$ cat src/rtl/s_fold_sig_8bit.sv
// Frame signature folder: accumulates rotate-and-XOR signatures of two byte lanes
// over a frame of frame_len+1 beats, then holds the result for a ready/valid handshake.
module s_fold_sig_8bit #(
    parameter int unsigned CNT_W = 4
) (
    input  logic               clk,
    input  logic               rst,
    input  logic               in_valid,
    output logic               in_ready,
    input  logic [7:0]         aa,
    input  logic [7:0]         bb,
    input  logic [CNT_W-1:0]   frame_len,
    output logic               out_valid,
    input  logic               out_ready,
    output logic [7:0]         sig_a,
    output logic [7:0]         sig_b,
    output logic [CNT_W:0]     out_beats
);

    localparam int unsigned BW = CNT_W + 1;

    localparam logic [1:0] IDLE = 2'd0;
    localparam logic [1:0] ACC  = 2'd1;
    localparam logic [1:0] HOLD = 2'd2;

    logic [1:0]    state_q, state_d;
    logic [7:0]    sig_a_q, sig_a_d;
    logic [7:0]    sig_b_q, sig_b_d;
    logic [BW-1:0] beats_q, beats_d;
    logic [BW-1:0] n_q, n_d;
    logic          in_ready_q, in_ready_d;
    logic          out_valid_q, out_valid_d;
    logic          accept;
    logic [BW-1:0] beats_inc;

    assign accept    = in_valid && in_ready_q;
    assign beats_inc = beats_q + BW'(1);

    // Next-state and datapath update; only an accepted beat touches the signature.
    always_comb begin
        state_d = state_q;
        sig_a_d = sig_a_q;
        sig_b_d = sig_b_q;
        beats_d = beats_q;
        n_d     = n_q;
        case (state_q)
            IDLE: begin
                if (accept) begin
                    n_d     = BW'(frame_len) + BW'(1);
                    sig_a_d = aa;
                    sig_b_d = bb;
                    beats_d = BW'(1);
                    state_d = (frame_len == CNT_W'(0)) ? HOLD : ACC;
                end
            end
            ACC: begin
                if (accept) begin
                    sig_a_d = {sig_a_q[6:0], sig_a_q[7]} ^ aa;
                    sig_b_d = {sig_b_q[6:0], sig_b_q[7]} ^ bb;
                    beats_d = beats_inc;
                    if (beats_inc == n_q) begin
                        state_d = HOLD;
                    end
                end
            end
            HOLD: begin
                if (out_ready) begin
                    state_d = IDLE;
                end
            end
            default: begin
                state_d = IDLE;
            end
        endcase
        in_ready_d  = (state_d != HOLD);
        out_valid_d = (state_d == HOLD);
    end

    always_ff @(posedge clk) begin
        if (rst) begin
            state_q     <= IDLE;
            sig_a_q     <= 8'h00;
            sig_b_q     <= 8'h00;
            beats_q     <= '0;
            n_q         <= '0;
            in_ready_q  <= 1'b1;
            out_valid_q <= 1'b0;
        end else begin
            state_q     <= state_d;
            sig_a_q     <= sig_a_d;
            sig_b_q     <= sig_b_d;
            beats_q     <= beats_d;
            n_q         <= n_d;
            in_ready_q  <= in_ready_d;
            out_valid_q <= out_valid_d;
        end
    end

    assign in_ready  = in_ready_q;
    assign out_valid = out_valid_q;
    assign sig_a     = sig_a_q;
    assign sig_b     = sig_b_q;
    assign out_beats = beats_q;

endmodule
$ cat config.mk
export PLATFORM = sky130hd
export DESIGN_NAME = s_fold_sig_8bit
export DESIGN_NICKNAME = d
export VERILOG_FILES = /design/src/rtl/s_fold_sig_8bit.sv
export SDC_FILE = /design/constraint.sdc
export NUM_CORES = 1
export LEC_CHECK = 0
export BUFFER_PORTS_ARGS = -buffer_cell sky130_fd_sc_hd__buf_2
export CORE_AREA = 2 2 56 58
export DETAILED_ROUTE_END_ITERATION = 10
export DIE_AREA = 0 0 58 60
export GPL_ROUTABILITY_DRIVEN = 0
export HOLD_SLACK_MARGIN = 0.12
export PLACE_DENSITY = 0.8
export SLEW_MARGIN = 5
export SYNTH_ARGS = -nofsm -noshare
export SYNTH_HDL_FRONTEND = slang
export SYNTH_SLANG_ARGS = --single-unit
$ cat constraint.sdc
create_clock -name clk -period 5.15 [get_ports clk]
set_input_delay 1.03 -clock clk [delete_from_list [all_inputs] [get_ports clk]]
set_output_delay 1.03 -clock clk [all_outputs]
set_load 0.005 [all_outputs]
==> impl_metrics.yaml, run 1 <==
sta:
  rsz0062_at_grt: "no"
  tns_ns: 0
  period_needed_ns: 2.60
  clock_skew_ns: 0.0114
  relSlewSlack: 0.234
  drv_slew: 0
  final-setup-viol-count: 0
  worst_slew_pin_slew_ns: 1.15
  post-route-period-util: 0.505
  hold_viol_final: 0
  fmax_ghz: 0.384
  setup_slack_ns: 2.55
global_route:
  grt_pass1_wl_mm: 4.76
  gr-usage-all-layers: 0.183
  first_global_vias: 1091
  antenna_found_initial: 0
  grt_overflow: 0
  grt_max_degree: 37
yosys:
  yosys.cell_types.count: 30
  syn_inst: 173
  synth_area_um2: 1460
  synthArstFlopShare: 0
  ys_warn_count: 0
  synth_edf_count: 0
  synth-seq-cells: 30
  ys.flop_type: "dfxtp_1"
  syn_nets: 200
  syn_area_per_cell_um2: 8.43
  yosysSeqAreaShare: 0.412
clocking:
  clock_path_buffers: 2
  cts_sinks: 30
  htreeDepth: 2
  cts_hold_buf: 0
  clk_pin_slew_ns: 0.10
  cts-resized-gates: 0
  cts_tree: "done"
  cts-root-buf: "clkbuf_4"
  clk_latency_ns: 0.33
  cts_setup_buffers: 0
  cts_buffers: 5
floorplan:
  rows: 20
  pin_count: 47
  fp.coreArea_um2: 2900
  start_util: 0.502
  die_y_um: 60
  die-area_um2: 3480
  fp.dieW_um: 58
cells_and_area:
  post-route-util: 0.604
  multi_input_area_um2: 806
  layoutNonFillerInstCount: 250
  seq_area_um2: 601
  final_common_cell: "buf_2"
  layout_common_cells: "buf_2, dfxtp_1, nor2_1"
  num_antenna_cells: 0
  nFillCells: 256
  final_layout_size_suffix_gt1_frac: 0.267
  area_growth_syn_to_layout_pct: 20.3
  nets: 243
worst_setup_path:
  cp_max_fo: 36
  start_kind: "input port"
  required_ns: 5.42
  cp-end-kind: "flip-flop"
  critical_path_class: "in -> reg"
  arrival_ns: 2.87
  r2r_slack_ns: 2.93
routing:
  dr_wl_met2_mm: 1.29
  wl_per_cell_um: 11.7
  wl_met3_um: 191
  vias: 1322
  vias_per_cell: 5.29
  maxUsedRoutingLayer: "met4"
  first_pass_iters: 4
  drtIter0Drc: 16
  drc: 0
  drtAntennaViolNets: 0
  m1WireLength_mm: 1.39
  drt-total-wl_mm: 2.93
place:
  dp.cells: 242
  dp_hpwl_mm: 2.04
  post-place-ws_ns: 2.22
  portBuffers: 46
power_and_ir_drop:
  leakage_nw: 0.740
  vdd_drop_max_mv: 0.219
  powerDensity_nw_per_um2: 288
run:
  drv_cap: 0
min_path:
  hp-class: "reg -> reg"
outcome:
  outcome: "finished, final reports clean"
-- state kept, by name, summed over array words and instances, names as in the netlist --
name and flops:
sig_b 8, out_beats 5, state_q 2, n_q 5, out_valid 1, in_ready 1, sig_a 8
-- stage by stage --
step	total power [mW]	area (µm²)	hold slack, ns
final	0.505	1750	0.501
after detailed placement	0.364	1690	0.489
after global placement	0.362	1690	0.482
after CTS	0.511	1750	0.503
after floorplan	0.329	1460	0.457
after global routing	0.533	1750	0.534
-- synth_stat cells (all sizes together), types with 2 or more instances --
master,number,area [µm²]
a31oi,2,12.5
nand3,4,20.0
inv,3,11.3
nor2,25,93.8
ha,3,37.5
o21ai,4,20.0
xnor2,5,43.8
xor2,18,158
nand4,2,12.5
a31o,3,26.3
nor3,3,15.0
buf,4,17.5
a211oi,19,143
a21oi,9,45.0
and3b,2,17.5
nand2,20,75.1
clkbuf,6,22.5
dfxtp,30,601
or3,3,20.0
-- per-layer routing --
layer,vias up,track usage
li1,691,-
met3,5,0.0541
met1,586,0.228
met4,0,0.0997
met2,40,0.282
met5,-,0
-- where the power goes --
group / switching, mW / total (mW) / leakage (nW) / internal, mW
clock: 0.0821 / 0.148 / 0.0343 / 0.0655
combinational: 0.0451 / 0.0872 / 0.458 / 0.0421
sequential: 0.0200 / 0.270 / 0.247 / 0.250
-- final timing paths --
kind	startpoint	to	cells after the start
setup reg to reg	in_ready$_SDFF_PP1_	out_beats[3]$_SDFFE_PP0P_	4
setup / recovery	in_valid	out_beats[3]$_SDFFE_PP0P_	5
hold reg to reg	out_beats[1]$_SDFFE_PP0P_	out_beats[1]$_SDFFE_PP0P_	2
hold / removal	out_beats[1]$_SDFFE_PP0P_	out_beats[1]$_SDFFE_PP0P_	2
-- worst max-delay path: stages --
cell	delay, ns
buf_2	0.11
and3b_1	0.93
nand2_1	0.20
or3_2	0.45
a21oi_1	0.14
-- layout make-up --
type	count	share of cell area
clock buffer	6	0.0293
clock inverter	2	0.00714
tap	33	0.0236
sequential	30	0.343
multi-input combinational	130	0.460
timing repair buffer	46	0.131
inverter	3	0.00642
-- logic make-up (layout without fill, tap and decap cells) --
| kind of cell | Yosys count | after routing | share of synthesized area |
|---|---|---|---|
| AO/OA/AOI/OAI | 39 | 39 | 0.185 |
| XOR/XNOR | 23 | 23 | 0.138 |
| adder cells (fa/ha/maj) | 3 | 3 | 0.0258 |
| buffers and inverters | 13 | 57 | 0.0352 |
| AND/OR/NAND/NOR | 65 | 65 | 0.203 |
| flip-flops | 30 | 30 | 0.412 |
Note: power is estimated with default switching activity, not from simulation.
==> run 2, diff against run 1 <==
- ABC_AREA: default -> 1
- CORE_AREA: 2 2 56 58 -> 2 2 62 64
- DIE_AREA: 0 0 58 60 -> 0 0 64 66
- PLACE_DENSITY: 0.8 -> 0.73
- clock period: 5.15 -> 2.1 ns (I/O delays scaled with it)
==> run 2 against run 1 <==
Worst setup slack got worse by 2.1 ns. First-iteration DRC count grew to 3.2 times the previous value. Critical path depth is 5 higher. Combinational power grew to 2.9 times the previous value. Sequential cell count did not move. Cell count up 24%. Non-clock buffer count rose by 3. Register-to-register slack worse by 2.5 ns. Synthesized cell count rose by 23%. Count of clock-buffer cells in the layout rose by 1. Via count increased by 20%. Largest power group unchanged. Highest routed layer unchanged.
==> impl_metrics.yaml, run 2 <==
sta:
  final-setup-viol-count: 0
  post-route-period-util: 0.774
  period_needed_ns: 1.63
  clock_skew_ns: 0.00451
  fmax_ghz: 0.615
  tns_ns: 0
  hold_viol_final: 0
  setup_slack_ns: 0.475
  rsz0062_at_grt: "no"
  worst_slew_pin_slew_ns: 0.380
  relSlewSlack: 0.744
  drv_slew: 0
yosys:
  syn_nets: 240
  synthArstFlopShare: 0
  ys_warn_count: 0
  synth_edf_count: 0
  synth.most_common_cell: "inv_1"
  synth-seq-cells: 30
  yosys-top-cells-count: "inv_1, nand2_1, dfxtp_1"
  yosysSeqAreaShare: 0.385
  synth_top_area_share: 0.385
  ys.flop_type: "dfxtp_1"
  netlist_top_cells_area: "dfxtp_1, a21oi_1, a211oi_1"
  yosys.cell_types.count: 25
  synth_top_cell_by_area: "dfxtp_1"
  syn_inst: 213
  synth_area_um2: 1560
  syn_area_per_cell_um2: 7.33
clocking:
  cts_setup_buffers: 0
  cts_buffers: 5
  cts_hold_buf: 0
  htreeDepth: 2
  clk_latency_ns: 0.33
  cts-resized-gates: 0
  cts_sinks: 30
  clk_pin_slew_ns: 0.09
  clock_path_buffers: 2
  cts-root-buf: "clkbuf_4"
  cts_tree: "done"
worst_setup_path:
  path_common_cell: "nand2_1"
  worstReg2RegStart: "out_beats[0]$_SDFFE_PP0P_"
  critical_path_class: "reg -> reg"
  crit_start: "out_beats[0]$_SDFFE_PP0P_"
  arrival_ns: 1.86
  start_kind: "flip-flop"
  cpMaxStageDelayCell: "dfxtp_1"
  cp_max_fo: 8
  cp-end-kind: "flip-flop"
  cpPeakStageDelay_ns: 0.49
  required_ns: 2.33
  path_cells: "ha_1 > inv_1 > nand2_1 > nand3_1 > nand2_1 > nand2_1 > nor2_2 > nand4_2 > a21oi_2 > inv_2"
cells_and_area:
  final_common_cell: "buf_2"
  num_antenna_cells: 0
  layoutNonFillerInstCount: 310
  area_growth_syn_to_layout_pct: 21.6
  final_layout_size_suffix_gt1_frac: 0.240
  layout_common_cells: "buf_2, inv_1, nand2_1"
  nets: 288
power_and_ir_drop:
  leakage_nw: 0.822
  vdd_drop_max_mv: 0.402
  powerDensity_nw_per_um2: 663
min_path:
  hp-class: "in -> reg"
  worst_hold_startpoint: "frame_len[3]"
floorplan:
  fp.dieW_um: 64
  start_util: 0.439
  fp.coreArea_um2: 3550
  die-area_um2: 4220
  pin_count: 47
  die_y_um: 66
  rows: 22
place:
  dp_hpwl_mm: 2.56
  portBuffers: 46
  post-place-ws_ns: 0.483
  dp.cells: 302
global_route:
  first_global_vias: 1376
  grt_overflow: 0
  grt_max_degree: 21
  gr-usage-all-layers: 0.182
  antenna_found_initial: 0
  grt_pass1_wl_mm: 6.01
outcome:
  outcome: "finished, final reports clean"
routing:
  vias_per_cell: 5.10
  first_pass_iters: 4
  drtAntennaViolNets: 0
  drtIter0Drc: 51
  drc: 0
  drt-total-wl_mm: 3.46
  vias: 1580
  wl_per_cell_um: 11.2
run:
  drv_cap: 0
[run 2: changes by cell type after synthesis, moves of 4 or more]
cell	before	now
nand2_1	20	31
nor2_1	25	5
inv_1	3	32
nand3_1	4	22
a21oi_1	9	28
xor2_1	18	1
o21bai_1	0	16
xnor2_1	5	1
[run 2: cells by family (layout without fill, tap and decap cells)]
family,count (synthesis),in the layout,synth area share
AOI/OAI and AO/OA,69,69,0.276
adders and majority gates,3,3,0.0241
DFF,30,30,0.385
xor gates and xnor gates,2,2,0.0112
and+or+nand+nor,66,66,0.196
buffers and inverters,43,92,0.107
[run 2: metal layers]
metal / part of all wire / vias to the layer above / routed length, µm / global-route usage
met5: 0 / - / 0 / 0
met4: 0.018 / 0 / 63 / 0.0734
met3: 0.062 / 5 / 213 / 0.0579
met2: 0.45 / 44 / 1560 / 0.290
met1: 0.47 / 708 / 1620 / 0.229
li1: - / 823 / - / -
[run 2: report_power, final]
group          internal (mW)  switching, mW
combinational          0.104          0.147
clock                  0.162          0.197
sequential             0.613         0.0336
[run 2: final timing paths]
| kind | end | cells after the start | slack (ns) |
|---|---|---|---|
| worst max-delay path | in_ready$_SDFF_PP1_ | 10 | 0.47 |
| worst min-delay path | n_q[4]$_SDFFE_PP0P_ | 3 | 0.38 |
| worst max register to register | in_ready$_SDFF_PP1_ | 10 | 0.47 |
| worst min register to register | n_q[0]$_SDFFE_PP0P_ | 2 | 0.48 |
[run 2: per-stage QoR]
step,total power [mW],instance area (µm²),hold WS (ns),utilization
after floorplan,0.820,1560,0.443,-
after CTS,1.27,1900,0.371,0.534
final,1.26,1900,0.378,0.534
after global routing,1.35,1900,0.371,0.534
after global placement,0.908,1840,0.459,0.517
after detailed placement,0.912,1840,0.467,0.517
[run 2: final cells by class]
type / count / area (µm²)
clock buffers: 7 / 55.1
clock inverters: 1 / 5.00
fillers: 348 / 1650
inverters: 35 / 131
multi-input cells: 140 / 792
flip-flops and latches: 30 / 601
well taps: 48 / 60.1
repair buffers: 49 / 253
[run 2: worst max-delay path: cells and delay by family (launching register included)]
family / cells / cell delay (ns)
adders and majority gates: 1 / 0.27
DFF: 1 / 0.49
buffers and inverters: 2 / 0.09
AOI/OAI and AO/OA: 1 / 0.17
and+or+nand+nor: 6 / 0.52
==> run 3, diff against run 2 <==
- CORE_AREA: 2 2 62 64 -> 2 2 59 61
- DIE_AREA: 0 0 64 66 -> 0 0 61 63
- PLACE_DENSITY: 0.73 -> 0.76
- clock period: 2.1 -> 1.67 ns (I/O delays scaled with it)
==> run 3 against run 2 <==
Count of clock-buffer cells in the layout is the same. First-iteration DRC count shrank 2.0%. Worst setup slack lost 0.26 ns. Utilization grew 5.9 points. Sequential power grew 25%. Clock power grew 25%. Die area shrank 9.0%. Largest cell class unchanged.
==> impl_metrics.yaml, run 3 (synthesized netlist as in run 2, its figures left out) <==
outcome:
  outcome: "finished, final reports clean"
worst_setup_path:
  cp_top_family: "simple AND/OR/NAND/NOR gates"
  crit_end: "in_ready$_SDFF_PP1_"
  r2r_cells: 10
  critical_path_class: "reg -> reg"
  path_buf_inv: 2
  cp_max_fo: 5
  required_ns: 1.90
  reg2reg_to: "in_ready$_SDFF_PP1_"
  cpPeakStageDelay_ns: 0.35
  crit_start: "out_beats[1]$_SDFFE_PP0P_"
  path_cells: "ha_1 > inv_1 > nand2_1 > nand2_1 > nor2_1 > nand2_1 > nor2_2 > nand4_2 > a21oi_2 > inv_2"
  start_kind: "flip-flop"
  r2r_slack_ns: 0.21
  arrival_ns: 1.68
  cp.depth: 10
  path_common_cell: "nand2_1"
  worstReg2RegStart: "out_beats[1]$_SDFFE_PP0P_"
  cpMaxStageDelayCell: "dfxtp_2"
  cp-end-kind: "flip-flop"
sta:
  rsz0062_at_grt: "no"
  hold_viol_final: 0
  setup_slack_ns: 0.213
  fmax_ghz: 0.686
  period_needed_ns: 1.46
  relSlewSlack: 0.719
  post-route-period-util: 0.872
  worst_slew_pin_slew_ns: 0.417
  clock_skew_ns: 0.00855
  tns_ns: 0
  final-setup-viol-count: 0
  drv_slew: 0
clocking:
  cts_sinks: 30
  cts_setup_buffers: 0
  clk_pin_slew_ns: 0.09
  cts_tree: "done"
  cts-root-buf: "clkbuf_4"
  clock_path_buffers: 2
  cts_buffers: 5
  clk_latency_ns: 0.33
  htreeDepth: 2
routing:
  drtAntennaViolNets: 0
  vias_per_cell: 5.13
  first_pass_iters: 4
  wl_per_cell_um: 11.1
  vias: 1595
  drt-total-wl_mm: 3.45
  drc: 0
  drtIter0Drc: 50
floorplan:
  start_util: 0.483
  rows: 21
  pin_count: 47
  die_y_um: 63
  fp.coreArea_um2: 3230
  fp.dieW_um: 61
  die-area_um2: 3840
place:
  portBuffers: 46
  dp_hpwl_mm: 2.63
  post-place-ws_ns: 0.167
cells_and_area:
  area_growth_syn_to_layout_pct: 22.9
  final_common_cell: "buf_2"
  nets: 291
  final_layout_size_suffix_gt1_frac: 0.253
  layout_common_cells: "buf_2, inv_1, nand2_1"
  num_antenna_cells: 0
  nFillCells: 342
power_and_ir_drop:
  leakage_nw: 0.838
  powerDensity_nw_per_um2: 827
  vdd_drop_max_mv: 0.540
  fin_total_pwr_mw: 1.59
min_path:
  hp-class: "in -> reg"
  worst_hold_startpoint: "frame_len[3]"
global_route:
  grt_overflow: 0
  grt_pass1_wl_mm: 5.92
  gr-usage-all-layers: 0.201
  grt_max_degree: 22
  antenna_found_initial: 0
  first_global_vias: 1432
run:
  drv_cap: 0
[run 3: cell count changes in the layout (fill, tap and decap cells not counted), sizes merged]
cell,change
buf,+3
[run 3: what timing repair did]
| item | CTS | global route |
|---|---|---|
| setup endpoints to repair | 0 | 1 |
| hold buffers | 0 | 0 |
| gates resized for setup | 0 | 1 |
| hold endpoints to repair | 0 | 0 |
[run 3: stage by stage]
step / util / hold slack, ns / instance area [µm²] / cells
global placement: 0.575 / 0.459 / 1860 / 303
global route: 0.593 / 0.307 / 1920 / 311
floorplan: - / 0.443 / 1560 / 213
finish: 0.593 / 0.287 / 1920 / 311
detailed placement: 0.575 / 0.464 / 1860 / 303
CTS: 0.593 / 0.279 / 1920 / 311
[run 3: worst reg2reg max path, cell delays in order, from the launching register on]
cell and delay [ns]:
dfxtp_2 0.35, ha_1 0.31, inv_1 0.04, nand2_1 0.05, nand2_1 0.05, nor2_1 0.07, nand2_1 0.06, nor2_2 0.11
nand4_2 0.11, a21oi_2 0.17, inv_2 0.04
[run 3: worst min path at each step]
stage	end	slack (ns)	cells past startpoint
after floorplan	n_q[1]$_SDFFE_PP0P_	0.44	2
after global placement	n_q[1]$_SDFFE_PP0P_	0.46	2
after detailed placement	n_q[0]$_SDFFE_PP0P_	0.46	2
after CTS	n_q[4]$_SDFFE_PP0P_	0.28	3
after global routing	n_q[4]$_SDFFE_PP0P_	0.31	3
final	n_q[4]$_SDFFE_PP0P_	0.29	3
[run 3: layout make-up]
cell class / instances / area (µm²) / area share
Clock inverter: 1 / 5.00 / 0.00261
Multi-Input combinational cell: 140 / 792 / 0.413
Sequential cell: 30 / 602 / 0.314
Inverter: 35 / 131 / 0.0685
Timing Repair Buffer: 52 / 275 / 0.144
Clock buffer: 7 / 55.1 / 0.0287
Tap cell: 46 / 57.6 / 0.0300
[run 3: where the power goes]
part | internal (mW) | switching, mW
registers | 0.771 | 0.0381
clock network | 0.204 | 0.243
logic | 0.139 | 0.191
[run 3: layer usage]
| layer | routed length, µm | global-route usage | part of all wire | vias to the layer above |
|---|---|---|---|---|
| li1 | - | - | - | 827 |
| met4 | 60 | 0.0951 | 0.017 | 0 |
| met5 | 0 | 0 | 0 | - |
| met3 | 168 | 0.0476 | 0.049 | 6 |
| met1 | 1650 | 0.261 | 0.48 | 719 |
| met2 | 1570 | 0.308 | 0.45 | 43 |
